===== config.mk =====
export PLATFORM = sky130hd
export DESIGN_NAME = pc_unit
export DESIGN_NICKNAME = d
export VERILOG_FILES = /design/src/rtl/pc_unit.sv
export SDC_FILE = /design/constraint.sdc
export NUM_CORES = 1
export LEC_CHECK = 0
export ABC_CLOCK_PERIOD_IN_PS = 7200
export CORE_ASPECT_RATIO = 0.7
export CORE_MARGIN = 2
export CORE_UTILIZATION = 40
export CTS_CLUSTER_DIAMETER = 30
export CTS_CLUSTER_SIZE = 24
export DETAILED_ROUTE_END_ITERATION = 8
export PLACE_DENSITY = 0.72
export RECOVER_POWER = 25
export SKIP_CTS_REPAIR_TIMING = 1
export SLEW_MARGIN = 20
export SYNTH_ARGS = -nofsm -noshare
export SYNTH_HDL_FRONTEND = slang
export SYNTH_SLANG_ARGS = --single-unit

===== constraint.sdc =====
create_clock -name clk -period 7.2 [get_ports clk]
set_input_delay 1.44 -clock clk [delete_from_list [all_inputs] [get_ports clk]]
set_output_delay 1.44 -clock clk [all_outputs]
set_load 0.05 [all_outputs]

===== src/rtl/pc_unit.sv =====
// Program-counter unit for the multi-cycle MIPS datapath: fetch handshake, next-PC select,
// retired-instruction counting and a sticky halt on a misaligned jr target.
module pc_unit #(
  parameter logic [31:0] RESET_PC = 32'h0000_3000,
  parameter int unsigned CNT_W    = 32
) (
  input  logic             clk,
  input  logic             rst_n,
  input  logic [1:0]       pc_op,
  input  logic [15:0]      imm16,
  input  logic [25:0]      instr_index,
  input  logic [31:0]      jr_target,
  input  logic             exec_done,
  input  logic             im_ack,
  output logic             im_req,
  output logic [31:0]      pc,
  output logic [31:0]      pc_plus4,
  output logic             halted,
  output logic             fault,
  output logic [CNT_W-1:0] retired
);

  typedef enum logic [1:0] {StIdle, StFetch, StExec, StHalt} state_e;

  state_e           state_q, state_d;
  logic [31:0]      pc_q, pc_d;
  logic [CNT_W-1:0] retired_q, retired_d;
  logic             fault_q, fault_d;
  logic             im_req_q, im_req_d;
  logic             halted_q, halted_d;

  logic [31:0] npc;
  logic [31:0] br_off;
  logic        jr_bad;

  assign pc_plus4 = pc_q + 32'd4;
  assign br_off   = {{14{imm16[15]}}, imm16, 2'b00};
  assign jr_bad   = (pc_op == 2'b11) && (jr_target[1:0] != 2'b00);

  always_comb begin
    npc = pc_plus4;
    unique case (pc_op)
      2'b00: npc = pc_plus4;
      2'b01: npc = pc_plus4 + br_off;
      2'b10: npc = {pc_plus4[31:28], instr_index, 2'b00};
      2'b11: npc = jr_target;
      default: npc = pc_plus4;
    endcase
  end

  always_comb begin
    state_d   = state_q;
    pc_d      = pc_q;
    retired_d = retired_q;
    fault_d   = fault_q;
    unique case (state_q)
      StIdle:  state_d = StFetch;
      StFetch: if (im_ack) state_d = StExec;
      StExec: begin
        if (exec_done) begin
          if (jr_bad) begin
            // PC and count are frozen so the faulting instruction stays visible.
            state_d = StHalt;
            fault_d = 1'b1;
          end else begin
            pc_d      = npc;
            retired_d = retired_q + CNT_W'(1);
            state_d   = StFetch;
          end
        end
      end
      StHalt:  state_d = StHalt;
      default: state_d = StIdle;
    endcase
    // Outputs are registered from the next state so they line up with it.
    im_req_d = (state_d == StFetch);
    halted_d = (state_d == StHalt);
  end

  always_ff @(posedge clk or negedge rst_n) begin
    if (!rst_n) begin
      state_q   <= StIdle;
      pc_q      <= RESET_PC;
      retired_q <= '0;
      fault_q   <= 1'b0;
      im_req_q  <= 1'b0;
      halted_q  <= 1'b0;
    end else begin
      state_q   <= state_d;
      pc_q      <= pc_d;
      retired_q <= retired_d;
      fault_q   <= fault_d;
      im_req_q  <= im_req_d;
      halted_q  <= halted_d;
    end
  end

  assign pc      = pc_q;
  assign retired = retired_q;
  assign fault   = fault_q;
  assign im_req  = im_req_q;
  assign halted  = halted_q;

endmodule


==> impl_results.md, run 1 <==
* Post-Syn Instances at 716
* Max cap viols at 1
* Max-slew violations at 70
* GR Overflow Total at 0
* TNS Setup at 0 ns
* Placed inst area at 7928 um^2
* Global Route Usage Sum at 25.89%
* Initial antenna violation count at 0
* Largest net degree at the start of global routing at 70
* Crit path depth at 7
* CTS sink cnt at 69
* Final wirelength at 20,820 um
* Failing checks: max-capacitance violations, max-slew violations
* Post-route design area at 8223 um^2
* Crit-path max FO at 6
* Worst-Margin Slew at 3.784 ns
* DRC viols at 0
* Initial Util at 40.92%
* Critical path's slowest cell: clkdlybuf4s50_1
* Avg WL per Cell at 19.29 um
* Vias in the first global route at 5,688
* Synth top area cells: dfrtp_1 28%, xnor2_1 7.4%, ha_1 7.1%
* EDFF count, synth at 0
* Die footprint at 16,020 um^2
* Initial drt markers at 596
* Relative slew slack at -152.3%
* Pwr/cell area at 400.8 nW/um^2
* CTS Buf Count at 9
* Commonest non-fill, non-tap cells in the layout: 175 x clkdlybuf4s50_1, 71 x nand2_1, 67 x dfrtp_1, 63 x a21oi_1, 58 x nor2_1
* Post-synthesis sequential area ratio at 28.80%
* Final ANT Viol Nets at 0
* Synth Flop Type: dfrtp_1
* Worst EP arrival at 3.66 ns
* CTS Buffer Depth at 2
* Max VDD drop at 295.7 uV
* Family with the most delay on the worst path: simple AND/OR/NAND/NOR gates
* Skew final at 0.002741 ns
* Cell Int Power at 1529 uW
* H-tree levels at 3
* Die Width at 150.4 um
* Commonest non-fill, non-tap cell in the layout: clkdlybuf4s50_1
* Mapped Area at 6005 um^2
* Yosys top cell area share at 27.92%
* Clk_lat worst skew at 0.34 ns
* Fraction of layout cells with a size suffix above 1 at 6.561%
* Hold WC Path Type: reg2reg
* Worst path required time at 5.76 ns
* Mean post-synth cell area at 8.386 um^2
* Synthesized flop and latch total at 69
* TritonCTS clock tree: done
* Crit path buf inv count at 1
* Largest area contributor in the netlist: dfrtp_1
* Row cnt at 37
* CTS clk-pin slew, worst paths at 0.06 ns
* Sequential share of power at 19.3%
* Fin crit period at 5.103 ns
* Post-DP HPWL at 16,150 um
* Comb pwr share at 67.1%
* P_sw at 1767 uW
* Final setup violation count at 0
* Period utilization at 70.88%
* Worst Reg-to-Reg Cells at 12
* Drt first pass iters at 6
* First-pass GRT wire length at 32,020 um
* Routability cong. at 0.9301
* Port bufs at 178
* CORE AREA at 14,680 um^2
* Final Hold Viols at 0
* Area delta synth->final at 36.95%
* Synth warn at 0
* Antenna cells at 0
* Worst hold path depth at 1
* # IOs at 179
* Routed vias at 6,293
* FMAX at 196.0 MHz
* Clk pwr share at 13.5%
* Slowest stage delay, CP at 0.88 ns
* Crit Path Class: reg2out
* Sw Share at 53.62%
* Via density at 5.832
* RSZ-0062 raised after global routing: false
* Synth unique cells at 69
* Clock root cell: clkbuf_16
* Crit end category: primary output
* P_leak at 0.003421 uW
* Die span in y at 106.5 um
* Async set-reset flop share out of synthesis at 100.0%
* Status: finished with violations
* Mapped Nets at 831
* # nets final at 994
* Setup crit start kind: flop
* Crit-path cells: ha_1 > nand4_1 > nor3_2 > nand2_1 > nor3_1 > xor2_1 > clkdlybuf4s50_1
-- power by group through the flow --
stage / clock, uW / combinational [uW] / sequential, uW
detailed placement: 0 / 2180 / 635
floorplan: 0 / 1240 / 882
CTS: 451 / 2190 / 630
global route: 473 / 2350 / 651
global placement: 0 / 2170 / 634
finish: 446 / 2210 / 636
-- final cells by class --
class,instances,area [um^2]
clock buffers,9,225.2
repair buffers,183,1805
multi-input cells,595,4066
clock inverters,7,73.82
well taps,195,244.0
flip-flops and latches,69,1729
inverters,21,78.83
fillers,1340,6452
-- through the flow --
step	utilization (%)	hold slack (ns)	cells	power [uW]	setup WS, ns
CTS	56.06	0.4708	1079	3271	2.206
global placement	54.02	0.4589	1063	2799	2.427
finish	56.03	0.4628	1079	3296	2.097
floorplan	-	0.4938	716	2120	2.365
detailed placement	54.02	0.4544	1063	2812	2.291
global route	56.03	0.4945	1079	3469	1.779
-- worst reg2reg max path: cells and delay by family, from the launching register on --
family | cells | cell delay [ns]
AOI/OAI and AO/OA | 4 | 0.96
xor gates and xnor gates | 1 | 0.39
adders and majority gates | 1 | 0.41
DFF | 1 | 0.61
and+or+nand+nor | 6 | 2.11
-- metal layers --
| layer | vias up | global-route usage, % | share of wire [%] |
|---|---|---|---|
| met4 | 0 | 5.660 | 1.6 |
| met3 | 34 | 5.193 | 11 |
| met1 | 2940 | 39.83 | 46 |
| met5 | - | 0 | 0 |
| met2 | 349 | 36.88 | 41 |
| li1 | 2970 | - | - |
-- sequential cells by signal, indices dropped and copies added, names as in the netlist --
name     count
pc          32
retired     32
halted       1
state_q      2
im_req       1
fault        1
-- worst paths after layout --
kind,startpoint,endpoint,slack [ns]
max,pc[2],pc_plus4[24],2.10
min,retired[31],retired[31],0.46
max reg2reg,pc[12],pc[30],2.59
min reg2reg,retired[31],retired[31],0.46
max in group asynchronous,rst_n,pc[21],2.56
min in group asynchronous,rst_n,retired[28],2.53
-- cell families after synthesis --
| logic type | Yosys count | share of synthesized area [%] |
|---|---|---|
| buffers and inverters | 52 | 3.521 |
| adder cells (fa/ha/maj) | 35 | 7.418 |
| AO/OA/AOI/OAI | 184 | 19.57 |
| multiplexers | 31 | 6.835 |
| flip-flops | 69 | 28.80 |
| XOR/XNOR | 77 | 11.36 |
| AND/OR/NAND/NOR | 268 | 22.50 |
-- Yosys cell counts (3+ instances only) --
library cell	count
a21oi_1	63
buf_2	7
and2_1	6
and3_1	14
nand2_1	71
nand3_1	38
buf_1	6
o21ai_0	34
or4_1	3
nor3_2	3
xnor2_1	51
nand4_1	19
a211oi_1	8
mux2_2	10
o21bai_1	3
mux2i_1	14
a41oi_1	3
nor3_1	16
o22ai_1	4
inv_1	20
o21a_1	4
o221ai_1	7
nor2b_1	7
xor2_1	25
o211ai_1	6
a31oi_1	8
nor4_1	6
nor2_1	59
o31ai_1	7
clkbuf_1	16
mux4_2	7
dfrtp_1	67
ha_1	34
a21o_1	16
or3_1	7
Power figures use the tool's default switching activity.
==> inputs of run 2 (changes only) <==
--- a/config.mk
+++ b/config.mk
@@ -5,14 +5,14 @@
 export SDC_FILE = /design/constraint.sdc
 export NUM_CORES = 1
 export LEC_CHECK = 0
-export ABC_CLOCK_PERIOD_IN_PS = 7200
+export ABC_CLOCK_PERIOD_IN_PS = 4100
 export CORE_ASPECT_RATIO = 0.7
 export CORE_MARGIN = 2
 export CORE_UTILIZATION = 40
 export CTS_CLUSTER_DIAMETER = 30
 export CTS_CLUSTER_SIZE = 24
 export DETAILED_ROUTE_END_ITERATION = 8
-export PLACE_DENSITY = 0.72
+export PLACE_DENSITY = 0.74
 export RECOVER_POWER = 25
 export SKIP_CTS_REPAIR_TIMING = 1
 export SLEW_MARGIN = 20
==> constraint.sdc (replaced) <==
create_clock -name clk -period 4.1 [get_ports clk]
set_input_delay 0.82 -clock clk [delete_from_list [all_inputs] [get_ports clk]]
set_output_delay 0.82 -clock clk [all_outputs]
set_load 0.05 [all_outputs]
==> run 2 against run 1 <==
  * The flow now finishes without violations
  * Register-to-register slack worse by 2.4 ns
  * Clock power up 77%
  * Non-clock buffer count up 29
  * Count of clock-buffer cells in the layout unchanged
  * Die area unchanged
  * Flip-flop and latch count unchanged
  * Global-route usage up 2.4 points
  * Hold slack better by 0.0020 ns
  * Power up 82%
  * Wire length up 8.0%
  * Cell area up 4.8%
==> impl_results.md, run 2 (synthesis gave the netlist of run 1 again) <==
* Status: completed (was finished with violations)
* Commonest non-fill, non-tap cells in the layout: 171 x clkdlybuf4s50_1, 71 x nand2_1, 63 x a21oi_1, 62 x dfrtp_1, 58 x nor2_1 (was 175 x clkdlybuf4s50_1, 71 x nand2_1, 67 x dfrtp_1, 63 x a21oi_1, 58 x nor2_1)
* GR Overflow Total at 0 (unchanged)
* Max VDD drop at 472.9 uV (was 295.7 uV)
* Fin crit period at 3.940 ns
* H-tree levels at 3 (unchanged)
* Worst Reg-to-Reg Cells at 13 (was 12)
* Final wirelength at 22,470 um (was 20,820 um)
* CORE AREA at 14,680 um^2 (unchanged)
* Largest net degree at the start of global routing at 28 (was 70)
* Final Hold Viols at 0 (unchanged)
* CTS clk-pin slew, worst paths at 0.07 ns (was 0.06 ns)
* Initial antenna violation count at 0 (unchanged)
* Row cnt at 37 (unchanged)
* Crit-path max FO at 8 (was 6)
* Die Width at 150.4 um (unchanged)
* TritonCTS clock tree: done (unchanged)
* Final setup violation count at 0 (unchanged)
* Via density at 5.774 (was 5.832)
* CTS Buffer Depth at 2 (unchanged)
* Antenna cells at 0 (unchanged)
* Relative slew slack at 1.261% (was -152.3%)
* Crit end category: primary output (unchanged)
* Final ANT Viol Nets at 0 (unchanged)
* Max-slew violations at 0 (was 70)
* FMAX at 253.8 MHz
* Hold WC Path Type: reg2reg (unchanged)
* Drt first pass iters at 5 (was 6)
* Post-DP HPWL at 17,580 um (was 16,150 um)
* Commonest non-fill, non-tap cell in the layout: clkdlybuf4s50_1 (unchanged)
* Area delta synth->final at 43.49% (was 36.95%)
* First-pass GRT wire length at 34,430 um (was 32,020 um)
* # nets final at 1,023 (was 994)
* Global Route Usage Sum at 28.29% (was 25.89%)
* Port bufs at 178 (unchanged)
* CTS sink cnt at 69 (unchanged)
* Worst EP arrival at 3.12 ns (was 3.66 ns)
* DRC viols at 0 (unchanged)
* # IOs at 179 (unchanged)
* Worst-Margin Slew at 1.481 ns (was 3.784 ns)
* Total power at 6011 uW (was 3296 uW)
* Worst hold path depth at 1 (unchanged)
* Pwr/cell area at 697.7 nW/um^2 (was 400.8 nW/um^2)
* CTS Buf Count at 9 (unchanged)
* Period utilization at 96.11%
* Clock root cell: clkbuf_16 (unchanged)
* Worst path required time at 3.28 ns (was 5.76 ns)
* Initial Util at 40.92% (unchanged)
* Avg WL per Cell at 20.28 um (was 19.29 um)
* Routed vias at 6,398 (was 6,293)
* TNS Setup at 0 ns (unchanged)
* Die footprint at 16,020 um^2 (unchanged)
* P_leak at 0.003676 uW (was 0.003421 uW)
* Initial drt markers at 569 (was 596)
* Vias in the first global route at 6,056 (was 5,688)
* Skew final at 0.01099 ns (was 0.002741 ns)
* Die span in y at 106.5 um (unchanged)
* Max cap viols at 0 (was 1)
* Clk_lat worst skew at 0.35 ns (was 0.34 ns)
* Fraction of layout cells with a size suffix above 1 at 12.05% (was 6.561%)
* Crit Path Class: reg2out (unchanged)
* Routability cong. at 0.9889 (was 0.9301)
* Setup crit start kind: flop (unchanged)
## run 2: through the flow
| stage | instance area (um^2) | utilization [%] | worst slack, ns | cells | hold WS, ns |
|---|---|---|---|---|---|
| 2_1_floorplan | 6170 | - | -0.04731 | 716 | 0.4938 |
| 3_3_place_gp | 8300 | 56.56 | 0.2350 | 1091 | 0.4405 |
| 3_5_place_dp | 8300 | 56.56 | 0.1277 | 1091 | 0.4437 |
| 4_1_cts | 8587 | 58.51 | 0.07038 | 1107 | 0.4676 |
| 5_1_grt | 8616 | 58.71 | -0.03505 | 1108 | 0.4798 |
| 6_report | 8616 | 58.71 | 0.1597 | 1108 | 0.4648 |
## run 2: final timing paths
| path | start | end | slack, ns |
|---|---|---|---|
| hold / removal | fault | fault | 0.46 |
| min in group asynchronous | rst_n | retired[5] | 0.73 |
| hold reg to reg | fault | fault | 0.46 |
| setup reg to reg | pc[2] | pc[30] | 0.18 |
| setup / recovery | pc[8] | pc_plus4[23] | 0.16 |
| max in group asynchronous | rst_n | retired[2] | 1.39 |
## run 2: power breakdown
group          internal [uW]  leakage, uW  total (uW)  switching, uW
Sequential               845     0.000872        1080            231
Combinational           1510      0.00267        4140           2630
Clock                    423     0.000135         791            368
Total                   2780      0.00368        6010           3230
## run 2: area by class of cell
class | instances | area [um^2]
inverter | 21 | 78.83
clock inverter | 7 | 61.31
tap | 195 | 244.0
timing repair buffer | 212 | 2026
clock buffer | 9 | 225.2
fill | 1317 | 6060
multi-input combinational | 595 | 4245
sequential | 69 | 1735
## run 2: routing by layer
metal	part of all wire [%]	up-vias	GRT usage, %	wire, um
met5	0	-	0	0
met4	0.70	0	4.245	157
met3	12	20	9.871	2757
met2	41	338	39.42	9189
met1	46	3016	42.50	10370
li1	-	3024	-	-
## run 2: critical path, stage by stage, from the launching register on
cell and delay (ns):
dfrtp_1 0.45, nand4_2 0.31, nor4_4 0.31, buf_4 0.22
nand2_1 0.17, nor2_1 0.22, xnor2_1 0.19, clkdlybuf4s50_1 0.89
==> inputs of run 3 (changes only) <==
--- a/config.mk
+++ b/config.mk
@@ -5,14 +5,16 @@
 export SDC_FILE = /design/constraint.sdc
 export NUM_CORES = 1
 export LEC_CHECK = 0
+export ABC_AREA = 1
 export ABC_CLOCK_PERIOD_IN_PS = 4100
 export CORE_ASPECT_RATIO = 0.7
 export CORE_MARGIN = 2
-export CORE_UTILIZATION = 40
+export CORE_UTILIZATION = 25
 export CTS_CLUSTER_DIAMETER = 30
 export CTS_CLUSTER_SIZE = 24
 export DETAILED_ROUTE_END_ITERATION = 8
-export PLACE_DENSITY = 0.74
+export GPL_TIMING_DRIVEN = 1
+export PLACE_DENSITY = 0.51
 export RECOVER_POWER = 25
 export SKIP_CTS_REPAIR_TIMING = 1
 export SLEW_MARGIN = 20
==> run 3 against run 2 <==
  * The run now ends with max-capacitance violations, max-slew violations left
  * Largest cell class unchanged
  * Sequential share of layout area down 0.97 points
  * Setup slack improved by 0.082 ns
  * Die area grew 70%
  * Core utilization fell by 23 points
  * Combinational power rose by 2%
  * Global-route usage is 8.7 points lower
  * Critical path type unchanged
==> impl_results.md, run 3 <==
* Status: finished with violations (was completed)
* Failing checks: max-capacitance violations, max-slew violations
* Comb pwr share at 67.7% (was 68.9%)
* Crit end category: primary output (unchanged)
* P_sw at 3502 uW (was 3229 uW)
* Worst path required time at 3.28 ns (about the same)
* Period utilization at 94.10% (was 96.11%)
* First-pass GRT wire length at 41,020 um (was 34,430 um)
* Die footprint at 27,270 um^2 (was 16,020 um^2)
* Synth unique cells at 50 (was 69)
* # nets final at 1,308 (was 1,023)
* DRC viols at 0 (unchanged)
* Die span in y at 138.8 um (was 106.5 um)
* Commonest non-fill, non-tap cells in the layout: 337 x nand2_1, 174 x clkdlybuf4s50_1, 130 x inv_1, 91 x nor2_1, 67 x dfrtp_1 (was 171 x clkdlybuf4s50_1, 71 x nand2_1, 63 x a21oi_1, 62 x dfrtp_1, 58 x nor2_1)
* Crit-path max FO at 5 (was 8)
* Most common cell in the netlist: nand2_1 (unchanged)
* Hold WC Path Type: reg2reg (unchanged)
* Clk pwr share at 14.0% (was 13.2%)
* Largest net degree at the start of global routing at 70 (was 28)
* Initial antenna violation count at 0 (unchanged)
* Max VDD drop at 702.6 uV (was 472.9 uV)
* Skew final at 0.01121 ns (was 0.01099 ns)
* CTS Buffer Depth at 2 (unchanged)
* Crit Path Class: reg2out (unchanged)
* Port bufs at 178 (unchanged)
* Yosys top cell area share at 25.84% (was 27.92%)
* Mapped Nets at 1,125 (was 831)
* Final wirelength at 26,800 um (was 22,470 um)
* Sequential share of power at 18.3% (was 17.9%)
* Sw Share at 56.16% (was 53.72%)
* Fraction of layout cells with a size suffix above 1 at 5.676% (was 12.05%)
* Vias in the first global route at 6,935 (was 6,056)
* Pwr/cell area at 691.3 nW/um^2 (was 697.7 nW/um^2)
* Synth top area cells: dfrtp_1 26%, nand2_1 19%, inv_1 7.5% (was dfrtp_1 28%, xnor2_1 7.4%, ha_1 7.1%)
* Final setup violation count at 0 (unchanged)
* P_leak at 0.004356 uW (was 0.003676 uW)
* Post-Syn Instances at 1,010 (was 716)
* Slowest stage delay, CP at 0.82 ns (was 0.89 ns)
* Initial drt markers at 574 (was 569)
* Crit path buf inv count at 3 (was 2)
* H-tree levels at 3 (unchanged)
* Mapped Area at 6487 um^2 (was 6005 um^2)
* FMAX at 259.2 MHz (was 253.8 MHz)
* CTS Buf Count at 9 (unchanged)
* Filler cell count at 2,758 (was 1,317)
* Drt first pass iters at 5 (unchanged)
* Clock root cell: clkbuf_16 (unchanged)
* Row cnt at 49 (was 37)
* Global Route Usage Sum at 19.60% (was 28.29%)
* Fin crit period at 3.858 ns (was 3.940 ns)
* Post-DP HPWL at 21,930 um (was 17,580 um)
* # IOs at 179 (unchanged)
* Clk_lat worst skew at 0.34 ns (was 0.35 ns)
* Max-slew violations at 70 (was 0)
* Worst-Margin Slew at 1.886 ns (was 1.481 ns)
* Largest area contributor in the netlist: dfrtp_1 (unchanged)
* Cell Int Power at 2734 uW (was 2782 uW)
* Crit-path cells: inv_1 > nor2_2 > nand2_1 > nor2_2 > nand3_1 > or2_1 > xor2_1 > inv_1 > clkdlybuf4s50_1 (was nand4_2 > nor4_4 > buf_4 > nand2_1 > nor2_1 > xnor2_1 > clkdlybuf4s50_1)
* Synthesized flop and latch total at 69 (unchanged)
* Final ANT Viol Nets at 0 (unchanged)
* Antenna cells at 0 (unchanged)
* Worst EP arrival at 3.04 ns (was 3.12 ns)
* TritonCTS clock tree: done (unchanged)
* Die Width at 196.5 um (was 150.4 um)
* Routability cong. at 0.9196 (was 0.9889)
* Area delta synth->final at 39.05% (was 43.49%)
* RSZ-0062 raised after global routing: false
* Synth cell count leaders: 337 x nand2_1, 130 x inv_1, 91 x nor2_1 (was 71 x nand2_1, 67 x dfrtp_1, 63 x a21oi_1)
* Synth warn at 0 (unchanged)
* Mean post-synth cell area at 6.423 um^2 (was 8.386 um^2)
* Via density at 4.829 (was 5.774)
* Initial Util at 25.38% (was 40.92%)
* Total power at 6236 uW (was 6011 uW)
* Relative slew slack at -25.74% (was 1.261%)
* Commonest non-fill, non-tap cell in the layout: nand2_1 (was clkdlybuf4s50_1)
* TNS Setup at 0 ns (unchanged)
* Avg WL per Cell at 17.53 um (was 20.28 um)
* Routed vias at 7,383 (was 6,398)
* Synth Flop Type: dfrtp_1 (unchanged)
* GR Overflow Total at 0 (unchanged)
* CORE AREA at 25,570 um^2 (was 14,680 um^2)
* Setup crit start kind: flop (unchanged)
* CTS clk-pin slew, worst paths at 0.06 ns (was 0.07 ns)
* CTS sink cnt at 69 (unchanged)
* EDFF count, synth at 0 (unchanged)
* Critical path's slowest cell: clkdlybuf4s50_1 (unchanged)
* Max cap viols at 1 (was 0)
* Family with the most delay on the worst path: simple AND/OR/NAND/NOR gates (was buffers and inverters)
* Async set-reset flop share out of synthesis at 100.0% (unchanged)
* Post-synthesis sequential area ratio at 26.65% (was 28.80%)
* Final Hold Viols at 0 (unchanged)
-- run 3: cell count changes in the layout (fill, tap and decap cells not counted), sizes merged, moves of 10 or more --
cell / before / now
a21o: 16 / 2
a21oi: 63 / 45
and3: 14 / 0
buf: 34 / 15
inv: 26 / 134
mux2: 10 / 0
mux2i: 14 / 0
nand2: 71 / 343
nand3: 40 / 63
nor2: 59 / 104
o21ai: 34 / 51
xnor2: 52 / 20
-- run 3: worst paths after layout --
| check | from | end | slack, ns | depth (start not counted) |
|---|---|---|---|---|
| min in group asynchronous | rst_n | pc[27] | 0.98 | 1 |
| max | pc[2] | pc_plus4[27] | 0.24 | 9 |
| max reg2reg | pc[3] | pc[27] | 0.38 | 22 |
| min | fault | fault | 0.47 | 2 |
| min reg2reg | fault | fault | 0.47 | 2 |
| max in group asynchronous | rst_n | retired[12] | 1.97 | 1 |
-- run 3: cells by family (layout without fill, tap and decap cells) --
| family | count (synthesis) | after routing | synth area share (%) |
|---|---|---|---|
| AND/OR/NAND/NOR | 565 | 565 | 38.13 |
| buffers and inverters | 156 | 344 | 9.373 |
| adder cells (fa/ha/maj) | 35 | 35 | 6.866 |
| XOR/XNOR | 49 | 49 | 6.615 |
| flip-flops | 69 | 69 | 26.65 |
| AO/OA/AOI/OAI | 136 | 136 | 12.36 |
-- run 3: layout make-up --
| type | count | area (um^2) | share of cell area (%) |
|---|---|---|---|
| multi-input cells | 785 | 4150 | 46.01 |
| repair buffers | 193 | 1894 | 21.00 |
| flip-flops and latches | 69 | 1729 | 19.17 |
| inverters | 135 | 506.7 | 5.617 |
| well taps | 331 | 414.1 | 4.591 |
| clock buffers | 12 | 256.5 | 2.843 |
| clock inverters | 4 | 70.07 | 0.7767 |
-- run 3: per-layer routing --
metal	vias to the layer above	wire, um	global-route usage [%]
met5	-	0	0
met4	0	267	3.030
met3	16	1885	3.794
met2	262	10380	26.41
met1	3468	14270	31.80
li1	3637	-	-
-- run 3: worst register-to-register path: stages (launching register included) --
cell and delay [ns]:
dfrtp_1 0.40, ha_1 0.19, nand2_1 0.06, inv_1 0.09, nand2_1 0.09, nor2_4 0.17
nand2_1 0.09, nor2_1 0.33, nand2_1 0.10, nand2_1 0.07, nand2_1 0.18, ha_1 0.48
nand2_1 0.11, inv_1 0.09, nand3_1 0.15, nor3_1 0.30, nand3_1 0.27, nand2_1 0.14
nand2_1 0.05, nand3_1 0.08, nand2_1 0.06, nand2_1 0.06, nand2_1 0.04
-- run 3: power by group through the flow --
stage,Combinational (uW),Clock (uW),Sequential (uW)
after floorplan,2230,0,1650
after global placement,4190,0,1150
after detailed placement,4180,0,1150
after CTS,4200,892,1140
after global routing,4570,920,1180
final,4220,873,1140
-- run 3: stage by stage --
stage,utilization (%),instance area (um^2),setup WS (ns),instances,hold WS (ns)
2_1_floorplan,-,6487,0.2402,1010,0.4691
3_3_place_gp,34.00,8692,0.4815,1513,0.4591
3_5_place_dp,34.00,8692,0.5184,1513,0.4585
4_1_cts,35.28,9019,0.1323,1529,0.4716
5_1_grt,35.29,9021,0.04628,1529,0.5037
6_report,35.29,9021,0.2421,1529,0.4735
